$ cat config.mk
export PLATFORM = sky130hd
export DESIGN_NAME = afoote_w5s8_tt02_tape_unit
export DESIGN_NICKNAME = d
export VERILOG_FILES = /design/src/rtl/afoote_w5s8_tt02_tape_pkg.sv /design/src/rtl/afoote_w5s8_tt02_tape_mem.sv /design/src/rtl/afoote_w5s8_tt02_tape_unit.sv
export SDC_FILE = /design/constraint.sdc
export NUM_CORES = 1
export LEC_CHECK = 0
export CAP_MARGIN = 5
export CORE_AREA = 2 2 119 121
export CTS_CLUSTER_SIZE = 40
export DETAILED_ROUTE_END_ITERATION = 8
export DIE_AREA = 0 0 121 123
export PLACE_DENSITY_LB_ADDON = 0.25
export SETUP_SLACK_MARGIN = 0.15
export SKIP_CTS_REPAIR_TIMING = 1
export SYNTH_ARGS = -nofsm -noshare
export SYNTH_HDL_FRONTEND = slang
export SYNTH_SLANG_ARGS = --single-unit
$ cat constraint.sdc
create_clock -name clock -period 3.15 [get_ports clock]
set_input_delay 0.63 -clock clock [delete_from_list [all_inputs] [get_ports clock]]
set_output_delay 0.63 -clock clock [all_outputs]
set_load 0.01 [all_outputs]
$ cat src/rtl/afoote_w5s8_tt02_tape_pkg.sv
// Shared types and constants for the w5s8 tape unit.
// Holds the FSM state encoding, the blank symbol and the head directions.
package afoote_w5s8_tt02_tape_pkg;

    typedef enum logic [2:0] {
        ST_IDLE    = 3'd0,
        ST_FETCH   = 3'd1,
        ST_EXEC    = 3'd2,
        ST_HALT    = 3'd3,
        ST_FAULT   = 3'd4,
        ST_TIMEOUT = 3'd5
    } tape_state_t;

    localparam logic [2:0] SYM_BLANK = 3'b000;
    localparam logic       DIR_LEFT  = 1'b0;
    localparam logic       DIR_RIGHT = 1'b1;

endpackage

$ cat src/rtl/afoote_w5s8_tt02_tape_mem.sv
// Tape register file: DEPTH x 3-bit cells, one synchronous write port,
// two asynchronous read ports (a: head, b: debug); async clear on reset.
module afoote_w5s8_tt02_tape_mem
    import afoote_w5s8_tt02_tape_pkg::*;
#(
    parameter int DEPTH = 16,
    parameter int AW    = 4
) (
    input  logic          clock,
    input  logic          reset,
    input  logic          we,
    input  logic [AW-1:0] wr_addr,
    input  logic [2:0]    wr_sym,
    input  logic [AW-1:0] ra_addr,
    output logic [2:0]    ra_sym,
    input  logic [AW-1:0] rb_addr,
    output logic [2:0]    rb_sym
);

    logic [2:0] cells [DEPTH];

    always_ff @(posedge clock or posedge reset) begin
        if (reset) begin
            for (int i = 0; i < DEPTH; i++) begin
                cells[i] <= SYM_BLANK;
            end
        end else if (we) begin
            cells[wr_addr] <= wr_sym;
        end
    end

    assign ra_sym = cells[ra_addr];
    assign rb_sym = cells[rb_addr];

endmodule

$ cat src/rtl/afoote_w5s8_tt02_tape_unit.sv
// Tape store and head controller for the w5s8 UTM core.
// Ports: clock/reset, preload (load_valid/load_sym), start, core step inputs
// (new_sym/direction/core_state), symbol feed (sym_out/sym_out_valid),
// head_pos, step_count, status (busy/halted/fault/timeout), debug rd_addr/rd_sym.
module afoote_w5s8_tt02_tape_unit
    import afoote_w5s8_tt02_tape_pkg::*;
#(
    parameter int          TAPE_LEN   = 16,
    parameter int          ADDR_W     = 4,
    parameter int          HEAD_INIT  = 8,
    parameter logic [2:0]  HALT_STATE = 3'd7,
    parameter logic [15:0] MAX_STEPS  = 16'hFFFF
) (
    input  logic              clock,
    input  logic              reset,
    input  logic              load_valid,
    input  logic [2:0]        load_sym,
    input  logic              start,
    input  logic [2:0]        new_sym,
    input  logic              direction,
    input  logic [2:0]        core_state,
    output logic [2:0]        sym_out,
    output logic              sym_out_valid,
    output logic [ADDR_W-1:0] head_pos,
    output logic [15:0]       step_count,
    output logic              busy,
    output logic              halted,
    output logic              fault,
    output logic              timeout,
    input  logic [ADDR_W-1:0] rd_addr,
    output logic [2:0]        rd_sym
);

    localparam logic [ADDR_W-1:0] HEAD0 = ADDR_W'(HEAD_INIT);
    localparam logic [ADDR_W-1:0] LAST  = ADDR_W'(TAPE_LEN - 1);

    tape_state_t       state, state_nx;
    logic [ADDR_W-1:0] head, head_nx;
    logic [ADDR_W-1:0] ptr, ptr_nx;
    logic [15:0]       steps, steps_nx, steps_inc;
    logic              we;
    logic [ADDR_W-1:0] wr_addr;
    logic [2:0]        wr_sym;
    logic [2:0]        head_sym;
    logic              at_edge;

    afoote_w5s8_tt02_tape_mem #(
        .DEPTH (TAPE_LEN),
        .AW    (ADDR_W)
    ) u_mem (
        .clock   (clock),
        .reset   (reset),
        .we      (we),
        .wr_addr (wr_addr),
        .wr_sym  (wr_sym),
        .ra_addr (head),
        .ra_sym  (head_sym),
        .rb_addr (rd_addr),
        .rb_sym  (rd_sym)
    );

    // Saturating so the counter can never wrap past the limit.
    assign steps_inc = (steps == 16'hFFFF) ? steps : steps + 16'd1;

    // A move that would leave the tape.
    assign at_edge = ((direction == DIR_LEFT) && (head == '0)) ||
                     ((direction == DIR_RIGHT) && (head == LAST));

    always_ff @(posedge clock or posedge reset) begin
        if (reset) begin
            state <= ST_IDLE;
            head  <= HEAD0;
            ptr   <= '0;
            steps <= '0;
        end else begin
            state <= state_nx;
            head  <= head_nx;
            ptr   <= ptr_nx;
            steps <= steps_nx;
        end
    end

    always_comb begin
        state_nx = state;
        head_nx  = head;
        ptr_nx   = ptr;
        steps_nx = steps;
        we       = 1'b0;
        wr_addr  = ptr;
        wr_sym   = load_sym;
        case (state)
            ST_FETCH: begin
                state_nx = ST_EXEC;
            end
            ST_EXEC: begin
                we       = 1'b1;
                wr_addr  = head;
                wr_sym   = new_sym;
                steps_nx = steps_inc;
                if (core_state == HALT_STATE) begin
                    state_nx = ST_HALT;
                end else if (at_edge) begin
                    state_nx = ST_FAULT;
                end else begin
                    head_nx = (direction == DIR_RIGHT) ? head + 1'b1
                                                       : head - 1'b1;
                    state_nx = (steps_inc == MAX_STEPS) ? ST_TIMEOUT
                                                        : ST_FETCH;
                end
            end
            default: begin
                // Idle and terminal states accept preload and start.
                // A simultaneous load lands first; start then rewinds ptr.
                if (load_valid) begin
                    we     = 1'b1;
                    ptr_nx = ptr + 1'b1;
                end
                if (start) begin
                    head_nx  = HEAD0;
                    steps_nx = '0;
                    ptr_nx   = '0;
                    state_nx = ST_FETCH;
                end
            end
        endcase
    end

    assign sym_out_valid = (state == ST_FETCH);
    assign sym_out       = (state == ST_FETCH) ? head_sym : SYM_BLANK;
    assign head_pos      = head;
    assign step_count    = steps;
    assign busy          = (state == ST_FETCH) || (state == ST_EXEC);
    assign halted        = (state == ST_HALT);
    assign fault         = (state == ST_FAULT);
    assign timeout       = (state == ST_TIMEOUT);

endmodule
Word level (Yosys, flattened, before mapping)
Cells that the tools add are included.
{"block": "word_totals", "ff_bits": 75, "latch_bits": 0, "ramBits": 0, "mem_bits_ro": 0, "inputBits": 18, "out_inout_bits": 31, "memories": 0}
{"block": "classes", "n_addsub": 4, "n_mul": 0, "div_mod_pow": 0, "order_cmp": 4, "n_eq_ne": 11, "shift": 0, "mux": 29, "bitwise_logic": 6, "reduce_logical": 13}
{"cell": "bitwise mux 48 bit", "n": 1}
{"cell": "two-way mux 3 bit", "n": 11}
{"cell": "== test 16 bit, second input constant", "n": 2}
{"cell": "two-way mux 16 bit", "n": 2}
{"cell": "one-hot mux 16 bit (2 select lines)", "n": 1}
{"cell": "two-way mux 4 bit", "n": 7}
{"cell": "binary-select mux 3 bit (select 4 bit)", "n": 2}
{"cell": "adder 16 x 1 -> 16 bit, second input constant", "n": 1}
{"cell": ">= comparator 5 bit, second input constant", "n": 3}
{"cell": "inverter 4 -> 5 bit", "n": 3}
{"cell": "demux 3 bit (select 4 bit)", "n": 1}
{"cell": "== test 3 bit, second input constant", "n": 3}
{"cell": "adder 4 x 1 -> 4 bit, second input constant", "n": 2}
{"cell": "one-hot mux 4 bit (2 select lines)", "n": 1}
{"cell": "== test 3 x 2 -> 1 bit, second input constant", "n": 2}
{"cell": "one-hot mux 3 bit (2 select lines)", "n": 1}
{"cell": "< comparator 5 x 1 -> 1 bit, second input constant", "n": 1}
{"cell": "== test 4 bit, second input constant", "n": 1}
{"cell": "logical NOT 4 bit", "n": 1}
{"cell": "!= test 2 bit, second input constant", "n": 2}
{"cell": "AND reduction 2 bit", "n": 2}
{"cell": "AND reduction 4 bit", "n": 1}
{"cell": "nonzero test 2 bit", "n": 2}
{"cell": "subtractor 4 x 1 -> 4 bit, second input constant", "n": 1}
{"cell": "8 further kinds", "n": 13}

Logic depth before layout (Yosys ltp)
{"block": "logic_depth", "depth_word": 8, "ltp_mapped": 9}

Hierarchy
From an unflattened synthesis, not the netlist that was laid out.
{"block": "hier_totals", "cells_unflattened": 454, "area_unflattened_um2": 4754.6}
{"mod": "afoote_w5s8_tt02_tape_mem", "instances": 1, "cells_each": 186, "area_per_inst_um2": 2638.8, "seq_area_each_um2": 1201.2}
{"mod": "afoote_w5s8_tt02_tape_unit", "instances": 1, "cells_each": 268, "area_per_inst_um2": 2115.8, "seq_area_each_um2": 676.9}

Worst setup path before layout
No wires, ideal clock.
{"block": "synth_timing", "path_type": "register to output", "start": "register head[1], in the netlist head_pos[1]", "end": "output sym_out[0]", "t_arrival_ns": 1.927, "setup_slack_ns": 0.593, "path_stages_with_launch": 6, "path_buffers": 2, "path_cell_list": "dfrtp_1 > buf_2 > buf_1 > mux4_2 > mux4_2 > nor2b_1"}
{"block": "synth_via", "elab_chain_cells": 5}
{"element": "start, declared", "line_no": "afoote_w5s8_tt02_tape_unit.sv:38", "text": "logic [ADDR_W-1:0] head, head_nx;"}
{"element": "start signal, assigned", "line_no": "afoote_w5s8_tt02_tape_unit.sv:77", "text": "head <= head_nx;"}
{"element": "inverter 4 -> 5 bit (not written as such)", "line_no": "afoote_w5s8_tt02_tape_mem.sv:32", "text": "assign ra_sym = cells[ra_addr];"}
{"element": "binary-select mux 3 bit (select 4 bit)", "line_no": "afoote_w5s8_tt02_tape_mem.sv:32"}
{"element": "two-way mux 3 bit (not written as such) (2 in a row)", "line_no": "afoote_w5s8_tt02_tape_mem.sv:32"}
{"element": "two-way mux 3 bit", "line_no": "afoote_w5s8_tt02_tape_unit.sv:129", "text": "assign sym_out = (state == ST_FETCH) ? head_sym : SYM_BLANK;"}
{"element": "end, declared", "line_no": "afoote_w5s8_tt02_tape_unit.sv:22", "text": "output logic [2:0] sym_out,"}
Every way passes these cells. The select of a mux whose other input is x is not followed.

Final worst setup path
{"block": "layout_timing", "start": "register head[0], in the netlist head_pos[0]", "end": "output sym_out[0]"}
Same word-level chain as after synthesis.

==> metrics <==
DR iter-0 viols=227; actual slew at the worst max-slew pin=0.801 ns; largest net degree at the start of global routing=57; Via density=5.56; Max IR drop VDD=321 uV; WL final=12700 um; total power=4.86 mW; total grt overflow=0; clock transition at the registers of the reported paths=about 0.06 ns; end-of-flow core utilization=0.421; final clock skew=about 0.011 ns; antenna diode count=0; final period utilization=0.920; area of the multi-input gates=2560 um^2; Seq/Total Area, Yosys=0.403; crit-path cells=buf_12 -> mux4_2 -> mux4_2 -> nor2b_1 -> dlymetal6s2s_1; Synth area leaders=dfrtp_1, mux4_2, mux2_2, nand2_1, o21ai_0; initial antenna violation count=0; Chip Height=123 um; Ys Warns=0; commonest non-fill, non-tap cell in the layout=dfrtp_1; hold_sp=u_mem.cells[27]; syn avg cell area=11.5 um^2; cell taking the most area after synthesis=dfrtp_1; routed len/inst=~20 um; Worst Path Arrival=2.27 ns; CP Class=register to primary output; post-synthesis compound-gate area fraction=0.108; mux contribution to synthesized area=0.272; Req. time, crit path=2.52 ns; Fmax=between 0.3 and 0.4 GHz; I/O Buffers=48; EDFF count, synth=0; first-pass GRT wire length=20500 um; Antenna Violating Nets Remaining=0; Syn Std Cell Area=4660 um^2; worst min path class=register to register; row count=43; Post-Synth Adder-Cell Area=0.0150; crit path launch type=register; max_cap viols=0; Die Span X=approximately 120 um; slowest stage delay, CP=0.53 ns; min Tclk post-route=between 2 and 3 ns; Final setup viols=0; Clock Tree Root=clkbuf_16; Synth Area in Simple Gates=0.141; commonest cells after routing, fill and taps aside=dfrtp_1, mux2_2, clkdlybuf4s50_1; Yosys cell types=62; Worst slew margin=0.460; Buf/Inv on CP=2; layout cells sized above 1=0.277; setup TNS=0 ns; async set or reset register ratio after synthesis=1.00; Max Fanout on Critical Path=10; Critical Path Slowest Stage Cell=mux4_2; initial core utilization=0.342; RePlAce Congestion=approximately 0.86; largest family of logic cells by synthesized area=multiplexers; Reg area=1880 um^2; WHS=0.529 ns; delay-heaviest family, CP=multiplexers; Final Hold Fails=0; vias in the first global route=3696; P&R area growth vs syn=23.1%; Most used DFF post-synth=dfrtp_1; Sink Count=75; die area=between 10000 and 15000 um^2; CORE AREA=13600 um^2; H-tree depth=3; Worst-Skew Late Latency=0.34 ns; io pins=a little under 50; CTS tree=yes; hpwl dp=8990 um; Synthesized Nets=427; Leakage Power=2.49 nW; post-synthesis register bit count=75; via count=~3.5k; RSZ-0062 raised after global routing=no; clock buffer depth=2; area share of the largest cell type after synthesis=0.398; Mapped Cells=between 400 and 500; nets=473; CP endpoint kind=primary output; CP most frequent cell=mux4_2; Initial DRT Pass Iterations=4; Slew Viols, Final=0; filler cell count=1262; CTS buffer count=9; status=finished clean; power per cell area=approximately 850 nW/um^2; XOR/XNOR Fraction of Synth Area=0.0132; drc violations=0; critical path startpoint=head_pos[0]; GRT Util Overall=0.182; reg2reg start=step_count[1]
## stage by stage
stage	setup slack (ns)	instances	cell area, um^2
CTS	-0.315	630	5630
global placement	-0.285	614	5290
finish	0.252	635	5730
detailed placement	-0.274	614	5290
global route	0.181	635	5730
floorplan	0.593	404	4660
## Yosys cell counts, types with 5 or more instances
| library cell | count |
|---|---|
| dfrtp_1 | 74 |
| a21oi_1 | 14 |
| mux2_2 | 47 |
| nand2_1 | 36 |
| clkbuf_1 | 7 |
| nand4_1 | 7 |
| buf_2 | 9 |
| nor2_1 | 28 |
| o21ai_0 | 25 |
| a31oi_1 | 11 |
| buf_6 | 6 |
| mux4_2 | 30 |
| a22o_1 | 5 |
| nand2b_1 | 6 |
| inv_1 | 10 |
| nand3_1 | 6 |
## cell type report
type | instances | share of cell area
clock buffer | 11 | 0.0423
clock inverter | 5 | 0.0175
inverter | 10 | 0.00655
multi-input combinational | 291 | 0.446
sequential | 75 | 0.328
tap | 180 | 0.0393
timing repair buffer | 63 | 0.120
## where the power goes
group          internal, mW  leakage [nW]  switching, mW  total, mW
Clock                 0.793         0.169          0.413       1.21
Sequential             1.26         0.988          0.376       1.64
Combinational          1.09          1.34          0.935       2.02
Total                  3.14          2.49           1.72       4.86
## cell families after synthesis
logic type,Yosys count
AO/OA/AOI/OAI,78
XOR/XNOR,7
adder cells (fa/ha/maj),5
buffers and inverters,38
flip-flops,75
multiplexers,83
AND/OR/NAND/NOR,118
## registers in the layout, indices dropped and copies added, names as in the netlist
| register | count |
|---|---|
| state | 3 |
| head_pos | 4 |
| u_mem.cells | 48 |
| ptr | 4 |
| step_count | 16 |
## routing by layer
metal / track usage / part of all wire / vias to the layer above
met5: 0 / 0 / -
met4: 0.0589 / 0.014 / 0
met3: 0.0429 / 0.047 / 11
met2: 0.297 / 0.49 / 106
met1: 0.239 / 0.45 / 1798
li1: - / - / 1615
## worst reg2reg max path, delay by kind of cell (launching register included)
kind / cells / cell delay, ns
multiplexers: 1 / 0.25
flip-flops: 1 / 0.54
AO/OA/AOI/OAI: 2 / 0.29
adder cells (fa/ha/maj): 1 / 0.39
AND/OR/NAND/NOR: 3 / 0.82
## path summary, 6_finish.rpt
path,cells past startpoint,endpoint,slack (ns)
setup reg to reg,7,state[2],0.74
setup / recovery,5,sym_out[0],0.25
min in group asynchronous,2,step_count[5],0.63
max in group asynchronous,3,head_pos[3],1.81
hold / removal,1,u_mem.cells[27],0.53
hold reg to reg,1,u_mem.cells[27],0.53
No activity file was read; power rests on OpenSTA's default activity.
==> variant 1: new RTL, config.mk and constraints unchanged <==
`ADDR_W`: 4 -> 3.
--- a/src/rtl/afoote_w5s8_tt02_tape_unit.sv
+++ b/src/rtl/afoote_w5s8_tt02_tape_unit.sv
@@ -6,7 +6,7 @@
     import afoote_w5s8_tt02_tape_pkg::*;
 #(
     parameter int          TAPE_LEN   = 16,
-    parameter int          ADDR_W     = 4,
+    parameter int          ADDR_W     = 3,
     parameter int          HEAD_INIT  = 8,
     parameter logic [2:0]  HALT_STATE = 3'd7,
     parameter logic [15:0] MAX_STEPS  = 16'hFFFF
Interface: changed (resized head_pos and rd_addr); port bits go from 49 to 47. The function was not compared with the original's and may differ.
==> variant 1 against the unedited design <==
- synthesized area down 32%
- total power down 40%
- clock skew down 0.0043 ns
- die area stayed put
- first-iteration DRC count down 22%
- cell count down 14%
- combinational power decreased by 35%
- worst setup slack improved by 0.060 ns
- routed wire length down 31%
- sequential cell count is 26 lower
- via count down 25%
- design area shrank 31%
- critical endpoint is now rd_sym[2]
==> variant 1: results (changes against the unedited design) <==
{
  "outcome": {"value": "complete, no violations"},
  "peakVddDrop": {"value": 0.257, "unit": "mV", "change": "-20%"},
  "critPathArrivalTime": {"value": 2.21, "unit": "ns", "change": "-0.06 ns"},
  "place_ws": {"value": -0.00499, "unit": "ns", "change": "+0.269 ns"},
  "crit-reg2reg-launch": {"value": "step_count[0]"},
  "synthDistinctLibCells": {"value": 63, "change": "+1.6%"},
  "post_synth_main_area_contributors": {"value": "dfrtp_1 38%, mux2_2 9.9%, mux4_2 8.5%"},
  "grt_max_degree": {"value": 30, "change": "-47%"},
  "max_slew.worst_pin.slew": {"value": 0.573, "unit": "ns", "change": "-0.228 ns"},
  "ff2ff_setup_slack": {"value": 0.69, "unit": "ns", "change": "-0.05 ns"},
  "first_global_vias": {"value": 2563, "change": "-31%"},
  "largest_reg_flops": {"value": 24, "change": "-50%"},
  "critical-path-slowest-cell": {"value": "clkdlybuf4s50_1"},
  "tritoncts.num_buffers": {"value": 5, "change": "-4"},
  "via_count": {"value": 2661, "change": "-25%"},
  "power.static_leakage": {"value": 1.55, "unit": "nW", "change": "-38%"},
  "startpoint_of_the_lowest_slack_hold_path": {"value": "u_mem.cells[38]"},
  "dp_hpwl": {"value": 6510, "unit": "um", "change": "-28%"},
  "total_routing_usage_reported_by_global_routing": {"value": 12.3, "unit": "%", "change": "-5.9 points"},
  "skew_pair_late_insertion_delay": {"value": 0.29, "unit": "ns", "change": "-0.05 ns"},
  "critPathMaxStageDelay": {"value": 0.50, "unit": "ns", "change": "-0.03 ns"},
  "gp_congestion": {"value": 0.837, "change": "-3.1%"},
  "synth_sequential_area_ratio": {"value": 38.5, "unit": "%", "change": "-1.9 points"},
  "crit_fanout": {"value": 6, "change": "-4"},
  "postSynthNetCount": {"value": 343, "change": "-20%"},
  "global_route_wire_length_before_repair": {"value": 14300, "unit": "um", "change": "-30%"},
  "finalHoldWorstSlack": {"value": 0.547, "unit": "ns", "change": "+0.0175 ns"},
  "synth.cells.most_frequent": {"value": "49 x dfrtp_1, 37 x nand2_1, 28 x mux2_2"}
}
[variant 1: final cells by class]
| cell class | instances | share of cell area, % |
|---|---|---|
| multi-input combinational | 245 | 45.5 |
| timing repair buffer | 52 | 13.3 |
| tap | 180 | 5.69 |
| sequential | 49 | 31.0 |
| clock buffer | 6 | 3.26 |
| inverter | 9 | 0.853 |
| clock inverter | 2 | 0.379 |
[variant 1: worst register-to-register path, cell delays in order, from the launching register on]
cell	delay [ns]
dfrtp_1	0.52
ha_1	0.32
nand2_1	0.21
nor3_1	0.45
a311oi_1	0.21
nor4_1	0.36
nand4_1	0.13
o21ai_1	0.17
[variant 1: where the power goes]
part / total (mW) / switching, mW / internal [mW]
combinational: 1.31 / 0.640 / 0.667
sequential: 1.08 / 0.265 / 0.811
clock: 0.538 / 0.243 / 0.295
total: 2.92 / 1.15 / 1.77
[variant 1: cells by family (layout without fill, tap and decap cells)]
family / Yosys count / after routing / synth area share, %
and+or+nand+nor: 122 / 122 / 21.2
AOI/OAI and AO/OA: 75 / 75 / 14.2
DFF: 49 / 49 / 38.5
muxes: 42 / 42 / 19.0
buffers and inverters: 29 / 69 / 4.98
adders and majority gates: 3 / 3 / 1.41
xor gates and xnor gates: 3 / 3 / 0.824
[variant 1: worst max-delay path by stage]
stage                      end  startpoint  slack, ns  cells after the start
detailed placement   rd_sym[2]  rd_addr[0]     -0.005                      5
floorplan            rd_sym[0]  rd_addr[0]       0.73                      3
CTS                  rd_sym[2]  rd_addr[0]     -0.004                      5
global placement     rd_sym[2]  rd_addr[0]       0.02                      5
global route        sym_out[0]    state[0]       0.19                      3
finish               rd_sym[2]  rd_addr[0]       0.31                      5
[variant 1: per-stage QoR]
step	util, %	total power [mW]	instances
floorplan	-	1.92	323
global placement	28.0	2.39	535
detailed placement	28.0	2.39	535
CTS	29.0	2.94	543
global route	29.1	3.14	543
finish	29.1	2.92	543
[variant 1: per-layer routing]
| layer | part of all wire [%] | GRT usage, % | wire length, um |
|---|---|---|---|
| met5 | 0 | 0 | 0 |
| met4 | 1.2 | 3.49 | 106 |
| met1 | 48 | 17.3 | 4250 |
| met3 | 5.7 | 2.58 | 497 |
| met2 | 45 | 18.9 | 3910 |
==> variant 2: new RTL, config.mk and constraints unchanged <==
Without the edit above. The 6 states of `tape_state_t` get a Gray code encoding in 3 bits.
--- a/src/rtl/afoote_w5s8_tt02_tape_pkg.sv
+++ b/src/rtl/afoote_w5s8_tt02_tape_pkg.sv
@@ -3,12 +3,12 @@
 package afoote_w5s8_tt02_tape_pkg;
 
     typedef enum logic [2:0] {
-        ST_IDLE    = 3'd0,
-        ST_FETCH   = 3'd1,
-        ST_EXEC    = 3'd2,
-        ST_HALT    = 3'd3,
-        ST_FAULT   = 3'd4,
-        ST_TIMEOUT = 3'd5
+        ST_IDLE    = 3'b000,
+        ST_FETCH   = 3'b001,
+        ST_EXEC    = 3'b011,
+        ST_HALT    = 3'b010,
+        ST_FAULT   = 3'b110,
+        ST_TIMEOUT = 3'b111
     } tape_state_t;
 
     localparam logic [2:0] SYM_BLANK = 3'b000;
Formal check against the unedited RTL: same outputs for any inputs over 4 cycles, from zero or initial values and one cycle with reset high; so few cycles prove little.
==> variant 2 against the unedited design <==
- critical path depth unchanged
- worst setup slack worse by 0.013 ns
- synthesized cell count up 0.74%
- count of clock-buffer cells in the layout unchanged
- register-to-register slack worse by 0.27 ns
- combinational power up 22%
- routed wire length down 3.6%
- utilization down 0.39 points
- clock skew down 0.0043 ns
- sequential cell count unchanged
- design area down 0.92%
- synthesized area down 2.9%
- cell count up 0.47%
- total power up 11%
==> variant 2: results (changes against the unedited design) <==
{
  "finalHoldWorstSlack": {"value": 0.526, "unit": "ns", "change": "-0.00310 ns"},
  "final_nets": {"value": 477, "change": "+0.85%"},
  "gp_congestion": {"value": 0.873, "change": "+1.1%"},
  "fillCellCount": {"value": 1298, "change": "+2.9%"},
  "synth.cells.most_frequent": {"value": "74 x dfrtp_1, 48 x mux2_2, 46 x nand2_1"},
  "dp_hpwl": {"value": 8710, "unit": "um", "change": "-3.1%"},
  "power.static_leakage": {"value": 2.40, "unit": "nW", "change": "-3.9%"},
  "outcome": {"value": "complete, no violations"},
  "synthAdderAreaFrac": {"value": 1.55, "unit": "%", "change": "+0.045 points"},
  "yosys.area_share.xor_xnor": {"value": 0.775, "unit": "%", "change": "-0.54 points"},
  "crit_fanout": {"value": 11, "change": "+1"},
  "place_ws": {"value": -0.301, "unit": "ns", "change": "-0.0275 ns"},
  "total_routing_usage_reported_by_global_routing": {"value": 17.5, "unit": "%", "change": "-0.68 points"},
  "global_route_wire_length_before_repair": {"value": 19700, "unit": "um", "change": "-4.1%"},
  "post_drt_wl_per_cell": {"value": 19.2, "unit": "um", "change": "-4.0%"},
  "synth_sequential_area_ratio": {"value": 41.5, "unit": "%", "change": "+1.2 points"},
  "grt_max_degree": {"value": 51, "change": "-11%"},
  "first_global_vias": {"value": 3457, "change": "-6.5%"},
  "synthCells": {"value": 407, "change": "+0.74%"},
  "postSynthNetCount": {"value": 430, "change": "+0.70%"},
  "critPathMaxStageDelay": {"value": 0.51, "unit": "ns", "change": "-0.02 ns"},
  "mux_cell_area_share_after_synthesis": {"value": 27.6, "unit": "%", "change": "+0.34 points"},
  "detail_route.vias_per_cell": {"value": 5.59, "change": "+0.52%"},
  "whs_endpoint": {"value": "u_mem.cells[17]"},
  "drt_iter0_markers": {"value": 263, "change": "+16%"},
  "synth_compound_area_share": {"value": 11.2, "unit": "%", "change": "+0.38 points"},
  "peakVddDrop": {"value": 0.491, "unit": "mV", "change": "+53%"},
  "layout-drive-gt1-share": {"value": 26.4, "unit": "%", "change": "-1.3 points"},
  "post_synth_main_area_contributors": {"value": "dfrtp_1 41%, mux4_2 15%, mux2_2 12%"},
  "worst_case_clock_skew": {"value": 0.00679, "unit": "ns", "change": "-0.00429 ns"}
}
-- variant 2: changes by cell type in the layout (fill, tap and decap cells not counted), moves of 6 or more --
cell     change
nand2_1     +10
nor2_1       -9
inv_1        -6
nand3_1      +9
-- variant 2: cell type report --
| cell class | instances | share of cell area (%) |
|---|---|---|
| Inverter | 5 | 0.330 |
| Multi-Input combinational cell | 298 | 44.1 |
| Clock buffer | 11 | 4.45 |
| Timing Repair Buffer | 65 | 12.4 |
| Clock inverter | 4 | 1.72 |
| Sequential cell | 75 | 33.1 |
| Tap cell | 180 | 3.96 |
-- variant 2: layer usage --
layer	up-vias	track usage [%]	part of all wire [%]
met3	26	3.55	5.3
met5	-	0	0
met2	121	26.7	46
met1	1777	24.6	47
met4	0	6.47	2.4
li1	1641	-	-
-- variant 2: report_power, final --
group,internal [mW],switching (mW)
Combinational,1.27,1.19
Sequential,1.33,0.402
Clock,0.812,0.393
